===== config.mk =====
export PLATFORM = sky130hd
export DESIGN_NAME = xconf_loader
export DESIGN_NICKNAME = d
export VERILOG_FILES = /design/src/rtl/xconf_loader.sv
export SDC_FILE = /design/constraint.sdc
export NUM_CORES = 1
export LEC_CHECK = 0
export BUFFER_PORTS_ARGS = -buffer_cell sky130_fd_sc_hd__buf_2
export CAP_MARGIN = 10
export CORE_MARGIN = 2
export CORE_UTILIZATION = 48
export CTS_CLUSTER_DIAMETER = 200
export DETAILED_ROUTE_END_ITERATION = 6
export HOLD_SLACK_MARGIN = 0.12
export PLACE_DENSITY = 0.77
export SETUP_SLACK_MARGIN = 0.05
export SYNTH_ARGS = -nofsm -noshare
export SYNTH_HDL_FRONTEND = slang
export SYNTH_SLANG_ARGS = --single-unit

===== constraint.sdc =====
create_clock -name clk_i -period 2.5 [get_ports clk_i]
set_clock_uncertainty 0.05 [all_clocks]
set_input_delay 0.75 -clock clk_i [delete_from_list [all_inputs] [get_ports clk_i]]
set_output_delay 0.75 -clock clk_i [all_outputs]
set_load 0.02 [all_outputs]

===== src/rtl/xconf_loader.sv =====
// xconf_loader: walks a list of {addr, data} entries held in a synchronous-read
// list memory and replays them as single-cycle xconf control writes. An optional
// clear-command write can precede the list. Entries whose address falls outside
// the valid config range (and is not the clear address) are skipped and raise a
// sticky error.
//
// Ports
//   clk_i, rst_ni      clock, asynchronous active-low reset
//   start_i            one-cycle load request (ignored while busy)
//   clear_first_i      issue the clear write before the list (sampled with start)
//   abort_i            terminate the current load
//   list_base_i        first list entry address (sampled with start)
//   list_len_i         number of entries, up to 2^LIST_AW (sampled with start)
//   lst_en_o/addr_o    list memory read request
//   lst_data_i         {addr, data} entry, valid one cycle after lst_en_o
//   ctr_valid_o/we_o   xconf write strobe
//   ctr_addr_o         xconf write address
//   ctr_data_in_o      xconf write data
//   busy_o             load in progress
//   done_o             one-cycle completion pulse
//   err_o              sticky range error, cleared by the next accepted start
module xconf_loader #(
  parameter int unsigned ADDR_W     = 6,
  parameter int unsigned DATA_W     = 11,
  parameter int unsigned LIST_AW    = 8,
  parameter int unsigned CONF_RANGE = 40,
  parameter int unsigned CLEAR_ADDR = 63
) (
  input  logic                     clk_i,
  input  logic                     rst_ni,
  input  logic                     start_i,
  input  logic                     clear_first_i,
  input  logic                     abort_i,
  input  logic [LIST_AW-1:0]       list_base_i,
  input  logic [LIST_AW:0]         list_len_i,
  output logic                     lst_en_o,
  output logic [LIST_AW-1:0]       lst_addr_o,
  input  logic [ADDR_W+DATA_W-1:0] lst_data_i,
  output logic                     ctr_valid_o,
  output logic                     ctr_we_o,
  output logic [ADDR_W-1:0]        ctr_addr_o,
  output logic [DATA_W-1:0]        ctr_data_in_o,
  output logic                     busy_o,
  output logic                     done_o,
  output logic                     err_o
);

  typedef enum logic [2:0] {StIdle, StClear, StFetch, StCapture, StWrite, StDone} state_e;

  state_e              state_q, state_d;
  logic [LIST_AW-1:0]  base_q, base_d;
  logic [LIST_AW:0]    len_q, len_d;
  logic [LIST_AW:0]    idx_q, idx_d;
  logic [LIST_AW:0]    idx_inc;
  logic                err_q, err_d;
  logic [ADDR_W-1:0]   caddr_q, caddr_d;
  logic [DATA_W-1:0]   cdata_q, cdata_d;
  logic                addr_ok;
  logic                strobe;

  // Widen the address before comparing so CONF_RANGE may exceed 2^ADDR_W.
  assign addr_ok = (32'(caddr_q) < CONF_RANGE) || (caddr_q == ADDR_W'(CLEAR_ADDR));
  assign idx_inc = idx_q + {{LIST_AW{1'b0}}, 1'b1};

  always_comb begin
    state_d  = state_q;
    base_d   = base_q;
    len_d    = len_q;
    idx_d    = idx_q;
    err_d    = err_q;
    caddr_d  = caddr_q;
    cdata_d  = cdata_q;
    strobe   = 1'b0;
    lst_en_o = 1'b0;
    done_o   = 1'b0;

    unique case (state_q)
      StIdle: begin
        if (start_i) begin
          base_d = list_base_i;
          len_d  = list_len_i;
          idx_d  = '0;
          err_d  = 1'b0;
          if (clear_first_i) begin
            state_d = StClear;
            // Preload the clear command so it is on the bus during StClear.
            caddr_d = ADDR_W'(CLEAR_ADDR);
            cdata_d = '0;
          end else if (list_len_i == '0) begin
            state_d = StDone;
          end else begin
            state_d = StFetch;
          end
        end
      end
      StClear: begin
        strobe  = 1'b1;
        state_d = (len_q == '0) ? StDone : StFetch;
      end
      StFetch: begin
        lst_en_o = 1'b1;
        state_d  = StCapture;
      end
      StCapture: begin
        caddr_d = lst_data_i[ADDR_W+DATA_W-1:DATA_W];
        cdata_d = lst_data_i[DATA_W-1:0];
        state_d = StWrite;
      end
      StWrite: begin
        if (addr_ok) strobe = 1'b1;
        else         err_d  = 1'b1;
        idx_d   = idx_inc;
        state_d = (idx_inc == len_q) ? StDone : StFetch;
      end
      StDone: begin
        done_o  = 1'b1;
        state_d = StIdle;
      end
      default: state_d = StIdle;
    endcase

    // Abort wins over everything: no strobe, no done, error and bus values frozen.
    if (abort_i && (state_q != StIdle)) begin
      state_d = StIdle;
      idx_d   = '0;
      err_d   = err_q;
      caddr_d = caddr_q;
      cdata_d = cdata_q;
      strobe  = 1'b0;
      done_o  = 1'b0;
    end
  end

  always_ff @(posedge clk_i or negedge rst_ni) begin
    if (!rst_ni) begin
      state_q <= StIdle;
      base_q  <= '0;
      len_q   <= '0;
      idx_q   <= '0;
      err_q   <= 1'b0;
      caddr_q <= '0;
      cdata_q <= '0;
    end else begin
      state_q <= state_d;
      base_q  <= base_d;
      len_q   <= len_d;
      idx_q   <= idx_d;
      err_q   <= err_d;
      caddr_q <= caddr_d;
      cdata_q <= cdata_d;
    end
  end

  // Address wraps naturally through the LIST_AW-bit sum.
  assign lst_addr_o    = (state_q == StFetch) ? (base_q + idx_q[LIST_AW-1:0]) : '0;
  assign ctr_valid_o   = strobe;
  assign ctr_we_o      = strobe;
  assign ctr_addr_o    = caddr_q;
  assign ctr_data_in_o = cdata_q;
  assign busy_o        = (state_q != StIdle);
  assign err_o         = err_q;

endmodule

# Word-level counts from Yosys, hierarchy flattened
# Cells that the tools add are included.
dict set report op_classes {
  addsub 2
  magnitude_cmp 1
  n_eq_ne 11
  mux 26
  bitwise_logic 1
  reduce_logical 13
}
# operator count
set ops {}
lappend ops {{$mux W11} 2}
lappend ops {{$pmux W11 S2} 1}
lappend ops {{$logic_not A9 Y1} 2}
lappend ops {{$mux W3} 6}
lappend ops {{$mux W9} 2}
lappend ops {{$pmux W9 S2} 1}
lappend ops {{$pmux W3 S5} 1}
lappend ops {{$mux W6} 2}
lappend ops {{$pmux W6 S2} 1}
lappend ops {{$add A9 B1 Y9 const B} 1}
lappend ops {{$eq A9 B9 Y1} 1}
lappend ops {{$add A8 B8 Y8} 1}
lappend ops {{$mux W8} 1}
lappend ops {{$reduce_and A4 Y1} 2}
lappend ops {{$mux W1} 7}
lappend ops {{$eq A3 B2 Y1 const B} 2}
lappend ops {{$eq A3 B3 Y1 const B} 2}
lappend ops {{$eq A6 B6 Y1 const B} 1}
lappend ops {{$lt A6 B6 Y1 const B} 1}
lappend ops {{$ne A2 B2 Y1 const B} 3}
lappend ops {{$reduce_bool A3 Y1} 2}
lappend ops {{$pmux W1 S2} 2}
lappend ops {{$reduce_and A2 Y1} 2}
lappend ops {{$reduce_bool A2 Y1} 2}
lappend ops {{6 further kinds} 6}
dict set report totals {
  ff_bits 47
  input_bits 39
  elab_cells 61
}

# Longest topological paths before layout
# Gate-level depths: netlist of run 1.
dict set report logic_depth {
  word_depth 6
  mapped_depth 8
  mapped_depth_nobuf 7
}

# Worst setup path before layout of run 1
# Ideal clock, no wire load.
dict set report synth_timing {
  path_kind {register to output}
  start {reg idx_q[0]}
  end {out lst_addr_o[6]}
  arrival_ps 2075
  required_ps 1700
  slack_ps -375
  stages_incl_launch_ff 8
  path_buffers 0
  path_cell_list {dfrtp_1 -> ha_1 -> fa_1 -> a21o_1 -> a21oi_1 -> o21ai_0 -> a21oi_1 -> mux2i_1}
}
dict set report synth_between {
  elab_chain_cells 2
}
# item line
set synth_lines {}
lappend synth_lines {{start: declaration} 53} ;# logic [LIST_AW:0] idx_q, idx_d;
lappend synth_lines {{start signal: assignment} 147} ;# idx_q <= idx_d;
lappend synth_lines {{$add A8 B8 Y8} 155} ;# assign lst_addr_o = (state_q == StFetch) ? (base_q + idx_q[LIST_AW-1:0]) : '0;
lappend synth_lines {{$mux W8} 155}
lappend synth_lines {{end: declaration} 37} ;# output logic [LIST_AW-1:0] lst_addr_o,
# No other way between the ends.

# Final worst setup path of run 1
# Ends and elaborated chain as after synthesis.

==> reports/results.tsv, run 1 <==
stage	metric	value	unit
power	Overall Power	3.42	mW
yosys	post-synthesis sequential area ratio	44.7	%
routing	DR DRC count	0	
setup_path	critical path class	flip-flop to output port	
placement	dpl cell area	3160	um2
power	worst vdd rail ir drop	0.572	mV
placement	pre-CTS WS	-0.190	ns
setup_path	RR Startpoint	idx_q[1]$_DFFE_PN0P_	
setup_path	Crit. End Element	output port	
die	Ports	70	
clocking	CTS tree	done	
global_route	GRT Residual Overflow	0	
routing	Routed WL	5910	um
yosys	main combinational cell family by area after synthesis	compound AO/OA/AOI/OAI gates	
setup_path	Bufs and invs on worst path	1	
clocking	CTS max path bufs	2	
routing	DR WL/cell	14.1	um
finish	share of layout cells above drive strength 1	37.9	%
setup_path	CP delay by family, top	compound AO/OA/AOI/OAI gates	
setup_path	slowest stage delay, CP	0.40	ns
hold_path	hold depth	1	
global_route	vias in the first global route	2238	
flow_run	max cap viols	0	
yosys	post-synthesis instance total	264	
clocking	total CTS buffers	5	
setup_path	Arrival @ worst endpoint	2.17	ns
setup_path	most frequent CP cell	a21oi_2	
yosys	Post-Syn Area	2630	um2
finish	fin cells	418	
clocking	Worst-path clk slew	0.09	ns
status	failing checks	setup timing	
yosys	Netlist cell types	50	
power	Power Dens Cells	1010	nW/um2
finish	# nets final	395	
sta	PnR worst setup slack	-0.471	ns
setup_path	crit path from	idx_q[0]$_DFFE_PN0P_	
setup_path	worst r2r path cells	7	
yosys	YS warnings	0	
finish	diodes inserted	0	
placement	DP Wirelength	4480	um
yosys	mux share of post-synthesis cell area	7.60	%
yosys	Mapped Avg Cell Area	9.97	um2
yosys	number of flops mapped to enable cells by yosys	0	
setup_path	Critical-path top delay cell	dfrtp_1	
finish	design area	3390	um2
finish	area grow syn2layout	28.7	%
clocking	root buffer selected by CTS	clkbuf_8	
yosys	ys async rst share	100	%
setup_path	WP data required	1.70	ns
yosys	Seq cells post-synth	47	
placement	placed insts	407	
die	core area	5200	um2
die	die width	78.1	um
global_route	largest net degree at the start of global routing	48	
sta	Worst Tran Pin Value	0.811	ns
yosys	ys flop type	dfrtp_1	
clocking	clock sink total	47	
global_route	global-route wire length before repair	9920	um
hold_path	hold_sp	err_o$_DFFE_PN0P_	
setup_path	critical path startpoint category	flip-flop	
routing	vias per cell	5.56	
routing	DR iter-0 viols	83	
sta	crit path time final	2.97	ns
setup_path	Critical Path Stages	8	
global_route	Total Routing Usage GR	20.2	%
routing	Final ANT Viol Nets	0	
sta	Setup TNS Final	-1.59	ns
yosys	Synth Area in Simple Gates	15.5	%
power	leak pwr	1.63	nW
setup_path	worst-path cell chain	ha_2 -> fa_2 -> a21o_1 -> a21oi_2 -> o21ai_1 -> a21oi_2 -> mux2i_2 -> buf_4	
status	status	finished with violations	
sta	Pins Over Slew Limit	0	
yosys	XOR/XNOR share of the synthesized area	5.32	%
sta	Final Hold Viols	0	
die	Site Rows	26	
yosys	Post-Synth Adder-Cell Area	4.56	%
sta	hold_ws	0.448	ns
sta	fmax	337	MHz
placement	IO buf count	69	
routing	Via Count	2323	
yosys	Compound-Gate Fraction of Synth Area	18.3	%
sta	RSZ-0062 raised after global routing	true	
clocking	Worst-Skew Late Latency	0.30	ns
clocking	CTS H-tree depth	2	
finish	Util after Layout	65.1	%
yosys	syn_nets	312	
placement	final RePlAce weighted congestion	0.900	
sta	relative slew slack	45.9	%
sta	Tcrit/Tclk final	119	%
global_route	initial antenna violation count	0	
setup_path	worst-path maximum fanout	2	
die	initial core utilization	50.6	%
hold_path	Worst Hold Class	flip-flop to flip-flop	
die	Die ar.	6090	um2
die	die height	78.1	um
sta	# setup viols final	6	
routing	DRT Pass-1 Iters	4	
flip-flops by register name, indices dropped and copies added (netlist names):
| register | cells |
|---|---|
| ctr_addr_o | 6 |
| state_q | 3 |
| ctr_data_in_o | 11 |
| base_q | 8 |
| idx_q | 9 |
| len_q | 9 |
| err_o | 1 |
worst register-to-register path: cells and delay by family (launching register included):
family	cells	cell delay, ns
XOR/XNOR	1	0.10
buffers and inverters	1	0.15
AO/OA/AOI/OAI	2	0.33
adder cells (fa/ha/maj)	1	0.27
AND/OR/NAND/NOR	2	0.92
flip-flops	1	0.44
report_power, final:
| part | internal, mW | switching (mW) |
|---|---|---|
| sequential | 1.01 | 0.212 |
| clock | 0.398 | 0.256 |
| combinational | 0.709 | 0.828 |
cell type report:
class / count / area (um2)
multi-input combinational: 194 / 1410
clock buffer: 5 / 68.8
timing repair buffer: 92 / 548
tap: 70 / 87.6
inverter: 7 / 28.8
sequential: 47 / 1180
fill: 443 / 1820
clock inverter: 3 / 67.6
routing by layer:
metal	track usage, %	vias to the layer above	wire (um)
li1	-	1134	-
met1	26.0	1107	2530
met2	34.3	76	2950
met3	4.60	6	375
met4	5.61	0	59
met5	0	-	0
final timing paths:
kind	end	slack, ns
setup / recovery	lst_addr_o[6]	-0.47
hold / removal	err_o$_DFFE_PN0P_	0.45
setup reg to reg	state_q[1]$_DFFE_PN0P_	0.14
hold reg to reg	err_o$_DFFE_PN0P_	0.45
max in group asynchronous	idx_q[2]$_DFFE_PN0P_	1.54
min in group asynchronous	ctr_addr_o[2]$_DFFE_PN0P_	0.48
Yosys cell counts, drive strengths merged, types with 2 or more instances:
| cell type | instances | area, um2 |
|---|---|---|
| ha | 8 | 100 |
| o211ai | 2 | 15.0 |
| a21oi | 8 | 40.0 |
| inv | 7 | 26.3 |
| nor3 | 7 | 35.0 |
| clkbuf | 9 | 33.8 |
| o22a | 6 | 52.6 |
| nand3 | 4 | 20.0 |
| nor3b | 2 | 15.0 |
| nand3b | 2 | 15.0 |
| o21ai | 22 | 110 |
| nor2 | 24 | 90.1 |
| and2 | 4 | 25.0 |
| and3 | 4 | 26.3 |
| mux2 | 16 | 180 |
| xnor2 | 9 | 78.8 |
| a22o | 12 | 105 |
| nand2b | 2 | 12.5 |
| xor2 | 7 | 61.3 |
| a31oi | 2 | 12.5 |
| mux2i | 2 | 20.0 |
| nand4 | 3 | 18.8 |
| a21o | 3 | 22.5 |
| o31ai | 3 | 22.5 |
| or3b | 4 | 35.0 |
| buf | 7 | 43.8 |
| nor4 | 3 | 18.8 |
| dfrtp | 47 | 1180 |
| nand2 | 19 | 71.3 |
placed cells by master, fill, tap and decap left out, drive strengths merged, types with 5 or more instances in the layout:
master,n
buf,92
dfrtp,47
nor2,24
o21ai,22
nand2,19
mux2,16
a22o,12
xnor2,9
ha,8
a21oi,8
xor2,7
nor3,7
inv,7
o22a,6
clkbuf,5
logic make-up (layout without fill, tap and decap cells):
kind of cell | count (synthesis) | count (layout)
flops | 47 | 47
mux | 18 | 18
xor+xnor | 16 | 16
compound gates | 70 | 70
fa+ha+maj | 9 | 9
buf+inv | 23 | 107
simple gates | 81 | 81
what timing repair did:
item                                    4_1_cts  5_1_grt
pin swaps                                     8        9
gates resized for setup                      14        6
endpoints found under the setup margin        8        9
hold buffers                                  0        0
setup buffers                                 5        2
Note: power is estimated with default switching activity, not from simulation.
==> inputs of run 2 (changes only) <==
--- a/config.mk
+++ b/config.mk
@@ -13,6 +13,7 @@
 export DETAILED_ROUTE_END_ITERATION = 6
 export HOLD_SLACK_MARGIN = 0.12
 export PLACE_DENSITY = 0.77
+export RECOVER_POWER = 50
 export SETUP_SLACK_MARGIN = 0.05
 export SYNTH_ARGS = -nofsm -noshare
 export SYNTH_HDL_FRONTEND = slang
==> run 2 against run 1 <==
Sequential power hardly changed. Combinational power hardly changed. Fmax hardly changed. Via count is 0.13% lower. Core utilization is 0.38 points lower. First-iteration DRC count is 1.2% higher. The flow still finishes with violations (setup timing). Count of clock-buffer cells in the layout stayed put. Routed wire length is 0.30% lower. Sequential share of layout area is 0.21 points higher. Flip-flop and latch count stayed put. Worst setup slack hardly changed.
==> reports/results.tsv, run 2 (same netlist as run 1, synthesis figures left out) <==
stage	metric	value	unit
die	Site Rows	26	
setup_path	CP delay by family, top	compound AO/OA/AOI/OAI gates	
global_route	largest net degree at the start of global routing	48	
setup_path	WP data required	1.70	ns
setup_path	worst-path cell chain	ha_2 -> fa_2 -> a21o_1 -> a21oi_2 -> o21ai_1 -> a21oi_2 -> mux2i_2 -> buf_4	
hold_path	hold_sp	ctr_data_in_o[9]$_DFFE_PN0P_	
finish	most common cell after layout, fill and taps aside	buf_2	
routing	Routed WL	5900	um
sta	crit path time final	2.97	ns
finish	# nets final	395	
routing	DR DRC count	0	
setup_path	R2R setup slack	0.14	ns
die	die height	78.1	um
routing	Final ANT Viol Nets	0	
finish	Largest register FFs	11	
setup_path	Bufs and invs on worst path	1	
sta	Pins Over Slew Limit	0	
die	die width	78.1	um
setup_path	slowest stage delay, CP	0.40	ns
clocking	clock sink total	47	
setup_path	Critical-path top delay cell	dfrtp_1	
die	core area	5200	um2
setup_path	critical path class	flip-flop to output port	
clocking	CTS H-tree depth	2	
global_route	initial antenna violation count	0	
setup_path	Crit. End Element	output port	
power	leak pwr	1.58	nW
setup_path	most frequent CP cell	a21oi_2	
finish	area grow syn2layout	27.9	%
clocking	Worst-path clk slew	0.09	ns
finish	share of layout cells above drive strength 1	34.5	%
power	worst vdd rail ir drop	0.572	mV
sta	relative slew slack	25.1	%
power	Overall Power	3.40	mW
setup_path	critical path startpoint category	flip-flop	
sta	Setup TNS Final	-1.59	ns
sta	# setup viols final	6	
flow_run	max cap viols	0	
global_route	vias in the first global route	2238	
setup_path	worst r2r path cells	7	
sta	PnR worst setup slack	-0.471	ns
routing	Via Count	2320	
placement	DP Wirelength	4480	um
finish	fill cell count	453	
finish	fin cells	418	
sta	fmax	337	MHz
sta	Final Hold Viols	0	
die	Ports	70	
global_route	GRT Residual Overflow	0	
setup_path	RR Startpoint	idx_q[1]$_DFFE_PN0P_	
placement	placed insts	407	
placement	pre-CTS WS	-0.190	ns
clocking	root buffer selected by CTS	clkbuf_8	
clocking	CTS max path bufs	2	
hold_path	Hold Crit Endpoint	ctr_data_in_o[9]$_DFFE_PN0P_	
power	Power Dens Cells	1010	nW/um2
clocking	Worst-Skew Late Latency	0.30	ns
routing	DRT Pass-1 Iters	4	
clocking	total CTS buffers	5	
setup_path	Arrival @ worst endpoint	2.17	ns
clocking	hold_buf cts	0	
placement	IO buf count	69	
hold_path	hold depth	1	
placement	final RePlAce weighted congestion	0.900	
setup_path	Critical Path Stages	8	
routing	DR iter-0 viols	84	
die	Die ar.	6090	um2
finish	most frequent cells in the layout	buf_2 (52), dfrtp_1 (47), nor2_1 (24)	
routing	DR WL/cell	14.1	um
setup_path	worst-path maximum fanout	2	
setup_path	R2R Path End	state_q[1]$_DFFE_PN0P_	
global_route	global-route wire length before repair	9920	um
routing	vias per cell	5.55	
finish	diodes inserted	0	
sta	RSZ-0062 raised after global routing	true	
status	status	finished with violations	
status	failing checks	setup timing	
global_route	Total Routing Usage GR	20.2	%
clocking	CTS tree	done	
hold_path	Worst Hold Class	flip-flop to flip-flop	
sta	Worst Tran Pin Value	1.12	ns
die	initial core utilization	50.6	%
sta	Tcrit/Tclk final	119	%
finish	Util after Layout	64.7	%
[run 2: cell types whose count changed in the layout (fill, tap and decap cells not counted)]
cell,change
clkbuf_2,+1
buf_4,-2
clkbuf_1,+12
buf_2,-11
[run 2: cell type report]
type | count | area (um2) | share of cell area, %
Multi-Input combinational cell | 194 | 1410 | 41.9
Sequential cell | 47 | 1180 | 34.9
Timing Repair Buffer | 92 | 528 | 15.7
Tap cell | 70 | 87.6 | 2.60
Clock buffer | 5 | 68.8 | 2.04
Clock inverter | 3 | 67.6 | 2.01
Inverter | 7 | 28.8 | 0.855
[run 2: through the flow]
stage / hold slack (ns) / cell area, um2
global route: 0.471 / 3370
floorplan: 0.404 / 2650
detailed placement: 0.428 / 3160
global placement: 0.418 / 3160
finish: 0.448 / 3370
CTS: 0.453 / 3370
[run 2: timing repair]
item,CTS,global route
endpoints found under the hold margin,0,0
setup endpoints to repair,8,9
setup buffers,5,2
resized for setup,14,6
pin swaps,8,9
cloned,0,0
[run 2: report_power, final]
group / total (mW) / switching, mW / internal (mW)
sequential: 1.23 / 0.213 / 1.01
combinational: 1.52 / 0.828 / 0.692
clock: 0.654 / 0.256 / 0.398
total: 3.40 / 1.30 / 2.10
[run 2: worst max path at each step]
stage / startpoint / endpoint / slack [ns]
after floorplan: idx_q[0]$_DFFE_PN0P_ / lst_addr_o[6] / -0.20
after global placement: idx_q[0]$_DFFE_PN0P_ / lst_addr_o[6] / -0.16
after detailed placement: idx_q[0]$_DFFE_PN0P_ / lst_addr_o[6] / -0.19
after CTS: idx_q[0]$_DFFE_PN0P_ / lst_addr_o[6] / -0.49
after global routing: idx_q[0]$_DFFE_PN0P_ / lst_addr_o[6] / -0.54
final: idx_q[0]$_DFFE_PN0P_ / lst_addr_o[6] / -0.47
[run 2: layer usage]
metal | up-vias | wire length [um] | track usage (%)
li1 | 1134 | - | -
met1 | 1108 | 2570 | 26.0
met2 | 72 | 2930 | 34.3
met3 | 6 | 340 | 4.60
met4 | 0 | 59 | 5.61
met5 | - | 0 | 0
[run 2: worst register-to-register path, stage by stage, from the launching register on]
cell and delay, ns:
dfrtp_1 0.44, buf_6 0.15, ha_4 0.27, xnor2_2 0.10, o311ai_1 0.11, or3b_1 0.37
or4_4 0.55, o211a_1 0.22
